<file path="config.mk">
export PLATFORM = sky130hd
export DESIGN_NAME = exp_shift_cfg_sequencer
export DESIGN_NICKNAME = d
export VERILOG_FILES = /design/src/rtl/exp_shift_cfg_sequencer.sv
export SDC_FILE = /design/constraint.sdc
export NUM_CORES = 1
export LEC_CHECK = 0
export ABC_AREA = 1
export CORE_ASPECT_RATIO = 0.7
export CORE_UTILIZATION = 35
export DETAILED_ROUTE_END_ITERATION = 8
export SLEW_MARGIN = 10
export SYNTH_ARGS = -nofsm -noshare
export SYNTH_HDL_FRONTEND = slang
export SYNTH_SLANG_ARGS = --single-unit
</file>
<file path="constraint.sdc">
create_clock -name clk -period 2.5 [get_ports clk]
set_clock_uncertainty 0.2 [all_clocks]
set_input_delay 0.25 -clock clk [delete_from_list [all_inputs] [get_ports clk]]
set_output_delay 0.25 -clock clk [all_outputs]
set_load 0.02 [all_outputs]
</file>
<file path="src/rtl/exp_shift_cfg_sequencer.sv">
// Run-time configuration sequencer for the exponent shifter and averaging CIC.
// Accepts {avg_len, fft_size} words and validates them. Each accepted word is
// applied on a clean frame boundary: the input gate closes after the current
// frame, the shifter pipeline/FIFO drains, the new settings load, the filter
// is reset, and the gate reopens. Output frames are counted until the average
// has settled at the new settings.
module exp_shift_cfg_sequencer #(
    parameter logic [11:0] DEF_FFT_SIZE = 12'd2048,
    parameter logic [8:0]  DEF_AVG_LEN  = 9'd256,
    parameter int unsigned CNT_WIDTH    = 8,
    parameter int unsigned RST_CYCLES   = 4,
    parameter int unsigned SETTLE_EXTRA = 2
) (
    input  logic        clk,
    input  logic        sync_reset_n,
    input  logic        cfg_tvalid,
    input  logic [20:0] cfg_tdata,
    output logic        cfg_tready,
    input  logic        src_tvalid,
    input  logic        src_tlast,
    output logic        src_tready,
    output logic        shf_tvalid,
    input  logic        shf_tready,
    input  logic        shf_m_tvalid,
    input  logic        shf_m_tready,
    input  logic        shf_m_tlast,
    output logic [11:0] fft_size,
    output logic [8:0]  avg_len,
    output logic        filt_reset,
    output logic        busy,
    output logic        settled,
    output logic        cfg_err
);

    localparam int unsigned RCW = $clog2(RST_CYCLES + 1);
    localparam int unsigned FCW = 10;
    localparam logic [RCW-1:0]       RST_LOAD = RCW'(RST_CYCLES - 1);
    localparam logic [RCW-1:0]       RST_ONE  = RCW'(1);
    localparam logic [CNT_WIDTH-1:0] CNT_ONE  = CNT_WIDTH'(1);
    localparam logic [FCW-1:0]       FRM_ONE  = FCW'(1);

    typedef enum logic [2:0] {
        ST_RUN,
        ST_WAIT_EOF,
        ST_DRAIN,
        ST_APPLY,
        ST_RST_HOLD,
        ST_SETTLE
    } state_t;

    state_t               state;
    logic                 gate_open;
    logic [CNT_WIDTH-1:0] in_flight;
    logic                 frame_active;
    logic [11:0]          pend_fft;
    logic [8:0]           pend_avg;
    logic [RCW-1:0]       rst_cnt;
    logic [FCW-1:0]       frame_cnt;

    logic                 in_beat;
    logic                 out_beat;
    logic                 cfg_accept;
    logic [11:0]          cfg_fft;
    logic [8:0]           cfg_avg;
    logic                 cfg_ok;
    logic                 frame_next;
    logic [FCW-1:0]       frame_cnt_next;
    logic [FCW-1:0]       settle_target;

    // Only valid/ready pass through the gate; data/user bypass this block.
    assign shf_tvalid = src_tvalid & gate_open;
    assign src_tready = shf_tready & gate_open;
    assign cfg_tready = (state == ST_RUN);
    assign busy       = (state != ST_RUN);

    assign in_beat    = src_tvalid & src_tready;
    assign out_beat   = shf_m_tvalid & shf_m_tready;
    assign cfg_accept = cfg_tvalid & cfg_tready;

    assign cfg_fft = cfg_tdata[11:0];
    assign cfg_avg = cfg_tdata[20:12];

    // Decode the incoming word: power-of-two FFT 8..2048, averaging length 1..256.
    always_comb begin
        cfg_ok = 1'b0;
        if ((cfg_fft >= 12'd8) && (cfg_fft <= 12'd2048) &&
            ((cfg_fft & (cfg_fft - 12'd1)) == 12'd0) &&
            (cfg_avg != 9'd0) && (cfg_avg <= 9'd256)) begin
            cfg_ok = 1'b1;
        end
    end

    assign frame_next     = in_beat ? ~src_tlast : frame_active;
    assign frame_cnt_next = frame_cnt + FRM_ONE;
    assign settle_target  = {1'b0, avg_len} + FCW'(SETTLE_EXTRA);

    // Samples accepted by the shifter but not yet emitted; saturates both ways.
    always_ff @(posedge clk) begin
        if (!sync_reset_n) begin
            in_flight <= '0;
        end else if (in_beat && !out_beat && (in_flight != '1)) begin
            in_flight <= in_flight + CNT_ONE;
        end else if (!in_beat && out_beat && (in_flight != '0)) begin
            in_flight <= in_flight - CNT_ONE;
        end
    end

    // Tracks whether an input frame has started but not yet seen its tlast.
    always_ff @(posedge clk) begin
        if (!sync_reset_n) begin
            frame_active <= 1'b0;
        end else begin
            frame_active <= frame_next;
        end
    end

    // Reconfiguration sequence: wait for end of frame, drain, apply, reset, settle.
    always_ff @(posedge clk) begin
        if (!sync_reset_n) begin
            state      <= ST_SETTLE;
            gate_open  <= 1'b1;
            fft_size   <= DEF_FFT_SIZE;
            avg_len    <= DEF_AVG_LEN;
            pend_fft   <= DEF_FFT_SIZE;
            pend_avg   <= DEF_AVG_LEN;
            filt_reset <= 1'b0;
            settled    <= 1'b0;
            cfg_err    <= 1'b0;
            rst_cnt    <= '0;
            frame_cnt  <= '0;
        end else begin
            cfg_err <= 1'b0;
            case (state)
                ST_RUN: begin
                    if (cfg_accept) begin
                        if (cfg_ok) begin
                            pend_fft <= cfg_fft;
                            pend_avg <= cfg_avg;
                            state    <= ST_WAIT_EOF;
                            // When no frame is open after this cycle the gate
                            // shuts now, so WAIT_EOF cannot admit a new frame.
                            gate_open <= frame_next;
                        end else begin
                            cfg_err <= 1'b1;
                        end
                    end
                end
                ST_WAIT_EOF: begin
                    if (!frame_active || (in_beat && src_tlast)) begin
                        gate_open <= 1'b0;
                        state     <= ST_DRAIN;
                    end
                end
                ST_DRAIN: begin
                    if (in_flight == '0) begin
                        settled <= 1'b0;
                        state   <= ST_APPLY;
                    end
                end
                ST_APPLY: begin
                    fft_size   <= pend_fft;
                    avg_len    <= pend_avg;
                    filt_reset <= 1'b1;
                    settled    <= 1'b0;
                    rst_cnt    <= RST_LOAD;
                    state      <= ST_RST_HOLD;
                end
                ST_RST_HOLD: begin
                    if (rst_cnt == '0) begin
                        filt_reset <= 1'b0;
                        gate_open  <= 1'b1;
                        settled    <= 1'b0;
                        frame_cnt  <= '0;
                        state      <= ST_SETTLE;
                    end else begin
                        rst_cnt <= rst_cnt - RST_ONE;
                    end
                end
                ST_SETTLE: begin
                    if (out_beat && shf_m_tlast) begin
                        if (frame_cnt_next == settle_target) begin
                            settled <= 1'b1;
                            state   <= ST_RUN;
                        end else begin
                            frame_cnt <= frame_cnt_next;
                        end
                    end
                end
                default: begin
                    state <= ST_SETTLE;
                end
            endcase
        end
    end

endmodule

</file>
Yosys cells after proc, flatten, opt, wreduce, memory -nomap -nowiden
Index checks and enable logic that the tools add are counted.
Word-level totals
  output and inout port bits: 28
  flip-flop bits (word level): 71
  word-level logic and storage cells: 109
  bits of input ports: 30
Cells by class
  bitwise logic cells: 7
  multiplexer cells: 30
  $lt $le $gt $ge: 3
  equal/unequal tests: 16
  reduce and logical (&&, ||, !) cells: 34
  $add $sub $neg: 6
Operators with widths (number)
  $mux W10: 3
  $mux W3: 8
  $pmux W10 S2: 1
  $pmux W3 S6: 1
  $mux W8: 2
  $ne A2 B2 Y1 const B: 7
  $and A12 B12 Y12: 1
  $ge A12 B4 Y1 const B: 1
  $le A12 B12 Y1 const B: 1
  $logic_not A12 Y1: 1
  $sub A12 B1 Y12 const B: 1
  $mux W1: 11
  $add A10 B1 Y10 const B: 1
  $add A9 B2 Y10 const B: 1
  $eq A10 B10 Y1: 1
  $logic_and A1 B1 Y1: 10
  $reduce_and A5 Y1: 2
  $le A9 B9 Y1 const B: 1
  $reduce_bool A9 Y1: 1
  $add A8 B1 Y8 const B: 1
  $logic_not A8 Y1: 1
  $ne A8 B8 Y1 const B: 1
  $reduce_bool A8 Y1: 1
  $sub A8 B1 Y8 const B: 1
  21 further kinds: 36

Depth between registers and ports, before layout
Gate-level depths: netlist of run 1.
  depth in word-level cells: 10
  mapped depth: 16

Least setup slack after synthesis of run 1
No wires, ideal clock.
  path type: reg2reg
  start: reg gate_open
  end: reg in_flight[7]
  cell stages (with the launch flop): 14
  arrival time: 2228 ps
  path slack: -43 ps
  data required time: 2185 ps
  setup time: 115 ps
  cells stage by stage: dfxtp_1 nand2_1 inv_1 nand2_1 inv_1 nand3_1 ha_1 a21oi_1 nand2_1 nand2_1 o311ai_0 or2_2 a21oi_1 nor2_1
Between the ends
  cells in the longest elaborated chain, start to end: 6
  elaborated cells between the ends (all ways): 9
  those cells by class: mux: 1; bitwise: 2; reduce/logical: 6
Ends and longest elaborated chain
  from (decl): RTL line 52  | logic gate_open;
  from (signal assigned): RTL line 142  | gate_open <= frame_next;
  $and A1 B1 Y1 *: RTL line 72  | assign src_tready = shf_tready & gate_open;
  $and A1 B1 Y1 *: RTL line 76  | assign in_beat = src_tvalid & src_tready;
  $logic_not A1 Y1: RTL line 103  | end else if (!in_beat && out_beat && (in_flight != '0)) begin
  $logic_and A1 B1 Y1 (2 in series): RTL line 103
  $reduce_bool A2 Y1 (no line)
  to (signal assigned): RTL line 102  | in_flight <= in_flight + CNT_ONE;
  to (signal assigned): RTL line 104  | in_flight <= in_flight - CNT_ONE;
  to (decl): RTL line 53  | logic [CNT_WIDTH-1:0] in_flight;
Every way passes the cells marked *; elsewhere a longest branch is shown, timed or not.
A chain may end at the register's enable or synchronous reset.

Final worst setup path of run 1
  start: reg in_flight[0]
  end: reg in_flight[7]
Between the ends
  cells in the longest elaborated chain, start to end: 3
  elaborated cells between the ends (all ways): 9
  those cells by class: add/sub: 2; eq/ne: 1; mux: 2; reduce/logical: 4
Ends and longest elaborated chain (RTL line)
  $sub A8 B1 Y8, or another cell as far along: 104
  $mux W8, or another cell as far along: 103
  $mux W8 / $reduce_bool A2 Y1 (equally long branches)
Parallel ways exist; a longest one is shown, timed or not. The select of a mux whose other input is x is not followed.

==> impl_metrics.env, run 1 <==
export IMPL_path_class="flip-flop to flip-flop"
export IMPL_totalWireLength_um=10900
export IMPL_rows=32
export IMPL_io_buffers=57
export IMPL_pre_cts_slack_ns=-0.300
export IMPL_cp_end_kind="flip-flop"
export IMPL_r2r_cells=13
export IMPL_synth_top_cell_area_share=0.356
export IMPL_worst_ep_arrival_time_ns=2.45
export IMPL_n_fill_cell=1140
export IMPL_cap_violations=0
export IMPL_drc=0
export IMPL_reg2reg_slack_ns=0.07
export IMPL_yosysTopAreaCell="dfxtp_1"
export IMPL_vdd_drop_max_v=0.000236
export IMPL_avgSynthCellArea_um2=6.35
export IMPL_cts_buffers=9
export IMPL_routedWlPerCell_um=12.6
export IMPL_slew_headroom=0.468
export IMPL_syn_nets=670
export IMPL_worstMarginPinSlew_ns=0.798
export IMPL_nets=746
export IMPL_netlist_area_mm2=0.00400
export IMPL_r2r_start="in_flight[0]"
export IMPL_async_reset_ff_frac=0
export IMPL_netlist_top_cells_area="dfxtp_1 (36%), nand2_1 (14%), nor2_1 (11%), o21ai_0 (6.8%), nand3_1 (6.1%)"
export IMPL_cts_sinks=71
export IMPL_clkTransAtPathRegs_ns=0.06
export IMPL_cp_max_fo=7
export IMPL_ys_warn_count=0
export IMPL_die_w_um=130
export IMPL_cts_buffer_depth=2
export IMPL_core_mm2=0.0111
export IMPL_grt_max_degree=63
export IMPL_grt_ovfl_total=0
export IMPL_synth_distinct_cells=34
export IMPL_timing_final_ws_setup_ns=0.0708
export IMPL_ys_seq_area_frac=0.356
export IMPL_synth_common_cells="nand2_1 (144), nor2_1 (121), dfxtp_1 (71)"
export IMPL_hp_start="sync_reset_n"
export IMPL_worstHoldPathType="primary input to flip-flop"
export IMPL_place_inst=847
export IMPL_drv_slew=0
export IMPL_detail_route_antenna_nets=0
export IMPL_period_needed_ns=2.43
export IMPL_ctsHtreeMaxLevel=3
export IMPL_routabilityCongestion=0.906
export IMPL_setup_viol=0
export IMPL_critPathRequiredTime_ns=2.52
export IMPL_drive_gt1_frac=0.0960
export IMPL_syn_to_final_growth_pct=29.8
export IMPL_hold_viol=0
export IMPL_first_iter_violations=249
export IMPL_ctsHoldBuffers=0
export IMPL_start_kind="flip-flop"
export IMPL_hpwlAfterDp_um=8060
export IMPL_period_share=0.972
export IMPL_first_pass_iters=4
export IMPL_grt_pass1_vias=3874
export IMPL_chipHeight_um=91.4
export IMPL_root_buffer="clkbuf_16"
export IMPL_cellLeakagePower_uw=0.00230
export IMPL_yosysMostFrequentCell="nand2_1"
export IMPL_grt_use_total=0.196
export IMPL_status="completed"
export IMPL_grt_pass1_wl_um=18100
export IMPL_instances_no_fill=861
export IMPL_synth_edf_count=0
export IMPL_vias_per_cell=4.83
export IMPL_synth_seq_cells=71
export IMPL_cp_endpoint="in_flight[7]"
export IMPL_num_vias=4157
export IMPL_clk_latency_ns=0.33
export IMPL_fmax_ghz=0.412
export IMPL_antenna_found_initial=0
export IMPL_yosys_most_used_dff="dfxtp_1"
export IMPL_die_area_mm2=0.0119
export IMPL_rsz0062_at_grt="yes"
export IMPL_synth_cells=629
export IMPL_diodes=0
export IMPL_cp_startpoint="in_flight[0]"
export IMPL_start_util=0.362
export IMPL_cts_tree="built"
export IMPL_io_pins=58
export IMPL_r2r_end="in_flight[7]"
export IMPL_p_per_area_mw_per_mm2=539
worst min-delay path by stage:
stage / end / slack [ns] / cells past startpoint
3_3_place_gp: pend_fft[0] / 0.23 / 2
3_5_place_dp: pend_fft[0] / 0.24 / 2
6_report: settled / 0.12 / 3
4_1_cts: settled / 0.12 / 3
5_1_grt: settled / 0.13 / 3
2_1_floorplan: pend_fft[11] / 0.16 / 2
area by class of cell:
| cell class | count | area (µm²) | area share |
|---|---|---|---|
| Clock buffer | 12 | 236 | 0.0456 |
| Clock inverter | 2 | 10.0 | 0.00193 |
| Inverter | 69 | 259 | 0.0499 |
| Multi-Input combinational cell | 469 | 2260 | 0.437 |
| Sequential cell | 71 | 1430 | 0.275 |
| Tap cell | 153 | 191 | 0.0369 |
| Timing Repair Buffer | 85 | 801 | 0.154 |
cells by family (layout without fill, tap and decap cells):
logic type               count (synthesis)  in the layout  synth area share
adder cells (fa/ha/maj)                 11             11            0.0363
flip-flops                              71             71             0.356
AO/OA/AOI/OAI                          105            105             0.137
XOR/XNOR                                 8              8            0.0175
AND/OR/NAND/NOR                        345            345             0.365
buffers and inverters                   89            168            0.0889
layout by cell type (no fill, tap or decap), types with 4 or more instances in the layout:
cell type        synthesis  final
nor2_1                 121    117
nand3_1                 49     48
nor3_1                   8      8
dfxtp_1                 71     68
nand4_1                  8      8
clkdlybuf4s50_1          0     56
xor2_1                   5      5
o21ai_0                 54     53
nand2_1                144    144
nor2_2                   2      6
ha_1                    10      9
inv_2                    4      4
inv_1                   64     64
nand3_2                  3      4
clkbuf_16                0      9
buf_4                    2     26
a21oi_1                 41     41
state kept, by name, summed over array words and instances, names as in the netlist, named ones only:
register / flops
fft_size: 12
pend_fft: 12
frame_cnt: 10
avg_len: 9
pend_avg: 9
in_flight: 8
rst_cnt: 3
state: 2
cfg_err: 1
filt_reset: 1
frame_active: 1
gate_open: 1
settled: 1
power breakdown:
group | internal [µW] | switching (µW) | total, µW
clock network | 657 | 450 | 1110
logic | 232 | 257 | 489
registers | 1170 | 32.7 | 1200
worst max-delay path: stages (launching register included):
cell and delay [ns]:
dfxtp_1 0.32, inv_1 0.06, nor4_2 0.32, nand2_1 0.10
nand3_2 0.12, buf_12 0.13, ha_1 0.25, inv_1 0.09
nor3_1 0.06, nand2_1 0.06, o311ai_1 0.11, or2_2 0.30
a21oi_1 0.14, nor2_1 0.06
stage by stage:
stage	area (µm²)	setup TNS, ns	power [µW]	utilization	hold WS [ns]
5_1_grt	5190	-0.120	2950	0.469	0.131
2_1_floorplan	4000	0	1500	-	0.163
3_5_place_dp	4900	-3.03	1690	0.443	0.235
6_report	5190	0	2800	0.469	0.124
4_1_cts	5150	0	2820	0.466	0.118
3_3_place_gp	4900	-1.42	1680	0.443	0.232
timing repair:
| action | in CTS | in global routing |
|---|---|---|
| buffers inserted | 0 | 0 |
| endpoints found under the hold margin | 0 | 0 |
| gates cloned | 0 | 0 |
| resized for setup | 1 | 13 |
| pin swaps | 0 | 2 |
| setup endpoints to repair | 1 | 31 |
per-layer routing:
metal,global-route usage,share of wire,vias up
met2,0.294,0.42,100
met1,0.273,0.52,1868
met4,0.0659,0.012,0
met5,0,0,-
met3,0.0477,0.054,10
li1,-,-,2179
No activity file was read; power rests on OpenSTA's default activity.
==> run 2, diff against run 1 <==
- CAP_MARGIN: not set -> 15
==> results of run 2 <==
No change in the layout: final DEF, timing and power equal those of run 1.
==> run 3, diff against run 2 <==
- SLEW_MARGIN: 10 -> 20
==> results of run 3 <==
No change in the layout: final DEF, timing and power equal those of run 1.
==> RTL edit 1, RTL diff (flow settings as in run 1) <==
Make the reset (`sync_reset_n`) asynchronous in 3 clocked blocks.
--- a/src/rtl/exp_shift_cfg_sequencer.sv
+++ b/src/rtl/exp_shift_cfg_sequencer.sv
@@ -97,3 +97,3 @@
     // Samples accepted by the shifter but not yet emitted; saturates both ways.
-    always_ff @(posedge clk) begin
+    always_ff @(posedge clk or negedge sync_reset_n) begin
         if (!sync_reset_n) begin
@@ -108,3 +108,3 @@
     // Tracks whether an input frame has started but not yet seen its tlast.
-    always_ff @(posedge clk) begin
+    always_ff @(posedge clk or negedge sync_reset_n) begin
         if (!sync_reset_n) begin
@@ -117,3 +117,3 @@
     // Reconfiguration sequence: wait for end of frame, drain, apply, reset, settle.
-    always_ff @(posedge clk) begin
+    always_ff @(posedge clk or negedge sync_reset_n) begin
         if (!sync_reset_n) begin
Check against the original RTL: no difference found for any inputs over 10 cycles, from zero or initial values and one cycle with sync_reset_n low; that may be too few to reach the edited logic, so the function may still have changed.
==> RTL edit 1 against run 1 <==
- first-iteration DRC count shrank 33%
- routed wire length shrank 8.5%
- worst setup slack gained 0.024 ns
- final area grew 4.6%
- area after synthesis grew 1.7%
- hold slack gained 0.14 ns
- sequential cell count is the same
Power is not compared: it rests on default switching activity, and its combinational part moved more than twofold at a synthesized area within 25%.
==> RTL edit 1: results (changes against run 1) <==
run_status:
  outcome: "completed"  # unchanged
synthesis:
  async_reset_ff_frac: 1.00  # was 0
  ys_top_cells_by_area: "dfrtp_1 39%, nand2_1 19%, inv_1 6.9%"  # was dfxtp_1 36%, nand2_1 14%, nor2_1 11%
  ys_warn_count: 0  # unchanged
  ys_types: 35  # was 34
  synthTopCellsByCount: "207 x nand2_1, 75 x inv_1, 67 x nor2_1, 64 x dfrtp_1, 32 x nand3_1"  # was 144 x nand2_1, 121 x nor2_1, 71 x dfxtp_1, 64 x inv_1, 54 x o21ai_0
  ys_seq_area_frac: 0.439  # was 0.356
  netlist_instances: 570  # was 629
  synth_nets: 611  # was 670
clocking:
  clockBufferDepth: 2  # unchanged
  cts_root_buf: "clkbuf_16"  # unchanged
  insertion_delay_ns: 0.33  # about the same
  numCtsBuffers: 9  # unchanged
  clkTransAtPathRegs_ns: 0.06  # about the same
  htreeDepth: 3  # unchanged
route:
  via_per_inst: 4.63  # was 4.83
  wl_per_cell_um: 12.2  # was 12.6 um
  drt-pass1-iter-count: 5  # was 4
  drt_iter0_drc: 166  # was 249
grt:
  antenna_found_initial: 0  # unchanged
  grt_usage: 0.181  # was 0.196
  grt_max_degree: 33  # was 63
  grt_pass1_vias: 3582  # was 3874
  grt_pass1_wl_mm: 16.9  # was 18.1 mm
pwr:
  vdd_drop_max_mv: 0.425
  power.leakage_nw: 2.73
place:
  dpl_worst_slack_ns: -0.166  # was -0.300 ns
  dpl.hpwl_mm: 7.42  # was 8.06 mm
  placed_cell_area_sq_um: 4970  # was 4900 sq um
  dp_cells: 794  # was 847
  place_congestion: 0.877  # was 0.906
  io_buffer_count: 57  # unchanged
layout:
  fin_cells: 817  # was 861
  nets: 700  # was 746
  reg_top3: "fft_size x12, pend_fft x12, frame_cnt x10"  # unchanged
  drive_gt1_frac: 0.128  # was 0.0960
  antennaDiodeCount: 0  # unchanged
critical_path:
  crit_path_start: "in_flight[6]"  # was in_flight[0]
  reg2regPathDepth: 12  # was 13
  cp_max_fo: 5  # was 7
  end_kind: "flop"  # unchanged
  regToRegEndpoint: "in_flight[7]"  # unchanged
  arrival_ns: 2.42  # was 2.45 ns
  r2r_slack_ns: 0.09  # was 0.07 ns
sta:
  max-slew-margin-rel: 0.551  # was 0.468
  fin_crit_ns: 2.41  # was 2.43 ns
min_path:
  hold_path_class: "in -> async"  # was in -> reg
-- RTL edit 1: power breakdown --
part,total (W),switching (W),internal [W]
clock,0.00135,0.000514,0.000836
combinational,0.00187,0.00107,0.000796
sequential,0.00145,0.000120,0.00133
total,0.00467,0.00171,0.00296
-- RTL edit 1: layout make-up --
type	count	area, sq um
Multi-Input combinational cell	411	2000
Clock buffer	11	253
Clock inverter	5	63.8
Fill cell	1100	5750
Inverter	76	285
Tap cell	153	191
Timing Repair Buffer	90	845
Sequential cell	71	1790
-- RTL edit 1: metrics by stage --
| stage | utilization | hold slack [ns] |
|---|---|---|
| after floorplan | - | -0.246 |
| after global placement | 0.445 | 0.0993 |
| after detailed placement | 0.445 | 0.109 |
| after global routing | 0.486 | 0.280 |
| after CTS | 0.475 | 0.271 |
| final | 0.486 | 0.263 |
-- RTL edit 1: critical path: stages, from the launching register on --
cell and delay, ns:
dfrtp_1 0.36, inv_1 0.07, nor4_2 0.29, nand2_1 0.14, nand3_4 0.12, buf_6 0.14, ha_1 0.24, a21o_1 0.19
a31oi_1 0.14, nand2_1 0.09, nand2_1 0.08, o21ai_2 0.05, xor2_1 0.15
-- RTL edit 1: worst min-delay path by stage --
| stage | slack, ns | start | endpoint | cells past startpoint |
|---|---|---|---|---|
| 3_5_place_dp | 0.11 | sync_reset_n | pend_fft[8] | 1 |
| 2_1_floorplan | -0.25 | sync_reset_n | avg_len[0] | 0 |
| 5_1_grt | 0.28 | pend_fft[11] | pend_fft[11] | 2 |
| 3_3_place_gp | 0.1 | sync_reset_n | fft_size[8] | 1 |
| 4_1_cts | 0.27 | pend_fft[0] | pend_fft[0] | 2 |
| 6_report | 0.26 | sync_reset_n | fft_size[8] | 2 |
-- RTL edit 1: cell families (layout without fill, tap and decap cells) --
kind of cell,count (synthesis),count (layout),share of synthesized area
AND/OR/NAND/NOR,335,335,0.340
buffers and inverters,88,182,0.0881
flip-flops,71,71,0.439
AO/OA/AOI/OAI,52,52,0.0690
XOR/XNOR,13,13,0.0280
adder cells (fa/ha/maj),11,11,0.0357
-- RTL edit 1: routing by layer --
metal  share of wire  routed length [um]  GRT usage
met3           0.038                 381     0.0449
met5               0                   0          0
met2            0.44                4370      0.269
met1            0.51                5110      0.256
met4          0.0090                  89     0.0546
-- RTL edit 1: timing repair --
action	CTS	global route
cloned	0	0
buffers inserted	0	6
gates resized for setup	2	19
hold endpoints to repair	22	0
endpoints found under the setup margin	2	15
pin swaps	0	7
hold buffers	1	0
==> RTL edit 2, RTL diff (config.mk and constraints of run 1) <==
Made on the original files. Set the parameter `CNT_WIDTH` to 12 (it was 8).
--- a/src/rtl/exp_shift_cfg_sequencer.sv
+++ b/src/rtl/exp_shift_cfg_sequencer.sv
@@ -9,3 +9,3 @@
     parameter logic [8:0]  DEF_AVG_LEN  = 9'd256,
-    parameter int unsigned CNT_WIDTH    = 8,
+    parameter int unsigned CNT_WIDTH    = 12,
     parameter int unsigned RST_CYCLES   = 4,
Formal check against the unedited RTL: same outputs for any inputs over 10 cycles, from zero or initial values and one cycle with sync_reset_n low; that may be too few to reach the edited logic, so the function may still have changed.
==> RTL edit 2 against run 1 <==
- the flow now finishes with violations (setup timing)
- die area up 6.4%
- fmax shrank 6.3%
- worst setup slack lost 0.16 ns
- final area up 17%
- total power increased by 32%
- synthesized cell count is 1.4% higher
- final cell count up 5.6%
- area after synthesis is 6.5% higher
- routed wire length increased by 8.8%
- sequential cell count grew 4
- hold slack improved by 0.095 ns
- largest cell class unchanged
==> RTL edit 2: results (changes against run 1) <==
layout:
  fill_cells: 1120  # was 1140
  nets: 792  # was 746
  regArea_sq_um: 1510  # was 1430 sq um
  reg_top3: "fft_size x12, in_flight x12, pend_fft x12"  # was fft_size x12, pend_fft x12, frame_cnt x10
  drive_gt1_frac: 0.209  # was 0.0960
synthesis:
  ys_types: 37  # was 34
  ys_seq_area_frac: 0.353  # was 0.356
  ys_top_cells_by_area: "dfxtp_1 35%, nand2_1 13%, inv_1 7.9%"  # was dfxtp_1 36%, nand2_1 14%, nor2_1 11%
  synthTopCellsByCount: "147 x nand2_1, 90 x inv_1, 75 x dfxtp_1, 60 x o21ai_0, 57 x a21oi_1"  # was 144 x nand2_1, 121 x nor2_1, 71 x dfxtp_1, 64 x inv_1, 54 x o21ai_0
  synth_nets: 683  # was 670
  async_reset_ff_frac: 0  # unchanged
critical_path:
  regToRegEndpoint: "in_flight[11]"  # was in_flight[7]
  reg2regPathDepth: 12  # was 13
  slowest_delay_ns: 0.35  # was 0.32 ns
  cp_max_fo: 5  # was 7
  r2r_start: "in_flight[7]"  # was in_flight[0]
  arrival_ns: 2.62  # was 2.45 ns
  cpMaxStageDelayCell: "o311ai_4"  # was dfxtp_1
sta:
  tightest_slew_ns: 0.570  # was 0.798 ns
  setup_tns_ns: -0.288  # was 0 ns
  setup_viol_count_final: 5  # was 0
  fin_ws_ns: -0.0935  # was 0.0708 ns
  hold_ws_ns: 0.219  # was 0.124 ns
route:
  via_per_inst: 4.89  # was 4.83
  drt_iter0_drc: 271  # was 249
  drt-total-wl_mm: 11.8  # was 10.9 mm
place:
  place_congestion: 0.929  # was 0.906
  placed_cell_area_sq_um: 5350  # was 4900 sq um
  dpl.hpwl_mm: 8.27  # was 8.06 mm
min_path:
  hold_depth: 2  # was 3
  min_to: "avg_len[8]"  # was settled
grt:
  grt_usage: 0.195  # was 0.196
  grt_max_degree: 43  # was 63
  grt_pass1_wl_mm: 19.6  # was 18.1 mm
  grt_pass1_vias: 4112  # was 3874
pwr:
  p_sw_frac: 0.289  # was 0.265
  vdd_drop_max_mv: 0.376  # was 0.236 mV
  power.leakage_nw: 2.62  # was 2.30 nW
run_status:
  outcome: "complete, but fails checks"  # was completed
  failed_checks: "setup timing"
## RTL edit 2: changes by cell type after synthesis, sizes merged, moves of 9 or more
| cell | delta |
|---|---|
| a21oi | +16 |
| inv | +24 |
| nand3 | -13 |
| nand4 | +11 |
| nor2 | -67 |
| xor2 | +9 |
## RTL edit 2: logic make-up after synthesis
group / Yosys count / share of synthesized area
adder cells (fa/ha/maj): 15 / 0.0458
AND/OR/NAND/NOR: 278 / 0.287
AO/OA/AOI/OAI: 136 / 0.170
buffers and inverters: 115 / 0.105
flip-flops: 75 / 0.353
XOR/XNOR: 19 / 0.0391
## RTL edit 2: worst max-delay path by stage
stage | start | endpoint | slack (ns) | cells past startpoint
after global routing | in_flight[7] | in_flight[9] | -0.23 | 14
final | in_flight[7] | in_flight[11] | -0.09 | 12
after floorplan | in_flight[0] | in_flight[11] | -0.10 | 10
after detailed placement | src_tvalid | in_flight[11] | -0.45 | 14
after global placement | src_tvalid | in_flight[11] | -0.37 | 15
after CTS | in_flight[9] | in_flight[9] | -0.06 | 14
## RTL edit 2: power groups by stage
stage	clock network (W)	registers (W)	logic, W
floorplan	0	0.00130	0.000414
global placement	0	0.00129	0.000724
detailed placement	0	0.00129	0.000728
CTS	0.00147	0.00127	0.000846
global route	0.00152	0.00128	0.00106
finish	0.00144	0.00127	0.000971
## RTL edit 2: critical path: cells and delay by family (launching register included)
kind            cells  cell delay (ns)
buf+inv             3             0.35
simple gates        3             0.43
flops               1             0.34
compound gates      5             0.96
fa+ha+maj           1             0.22
## RTL edit 2: repair_timing
item | 4_1_cts | 5_1_grt
resized for setup | 22 | 51
endpoints found under the setup margin | 8 | 30
pin swaps | 5 | 17
buffers inserted | 5 | 2
cloned | 1 | 3
## RTL edit 2: routing by layer
metal  track usage  part of all wire  up-vias
li1              -                 -     2303
met4        0.0369            0.0079        0
met1         0.270              0.52     2040
met5             0                 0        -
met2         0.307              0.42       96
met3        0.0453             0.044        9
## RTL edit 2: layout make-up
cell class / count / area share
Multi-Input combinational cell: 448 / 0.428
Sequential cell: 75 / 0.248
Timing Repair Buffer: 117 / 0.176
Inverter: 93 / 0.0580
Clock buffer: 9 / 0.0370
Tap cell: 157 / 0.0323
Clock inverter: 7 / 0.0175
Timing Repair inverter: 3 / 0.00329
## RTL edit 2: per-stage QoR
stage | setup slack (ns) | total power, W | instances
6_report | -0.0935 | 0.00368 | 909
5_1_grt | -0.229 | 0.00385 | 909
4_1_cts | -0.0582 | 0.00358 | 904
3_5_place_dp | -0.450 | 0.00202 | 882
3_3_place_gp | -0.371 | 0.00202 | 882
2_1_floorplan | -0.101 | 0.00172 | 638
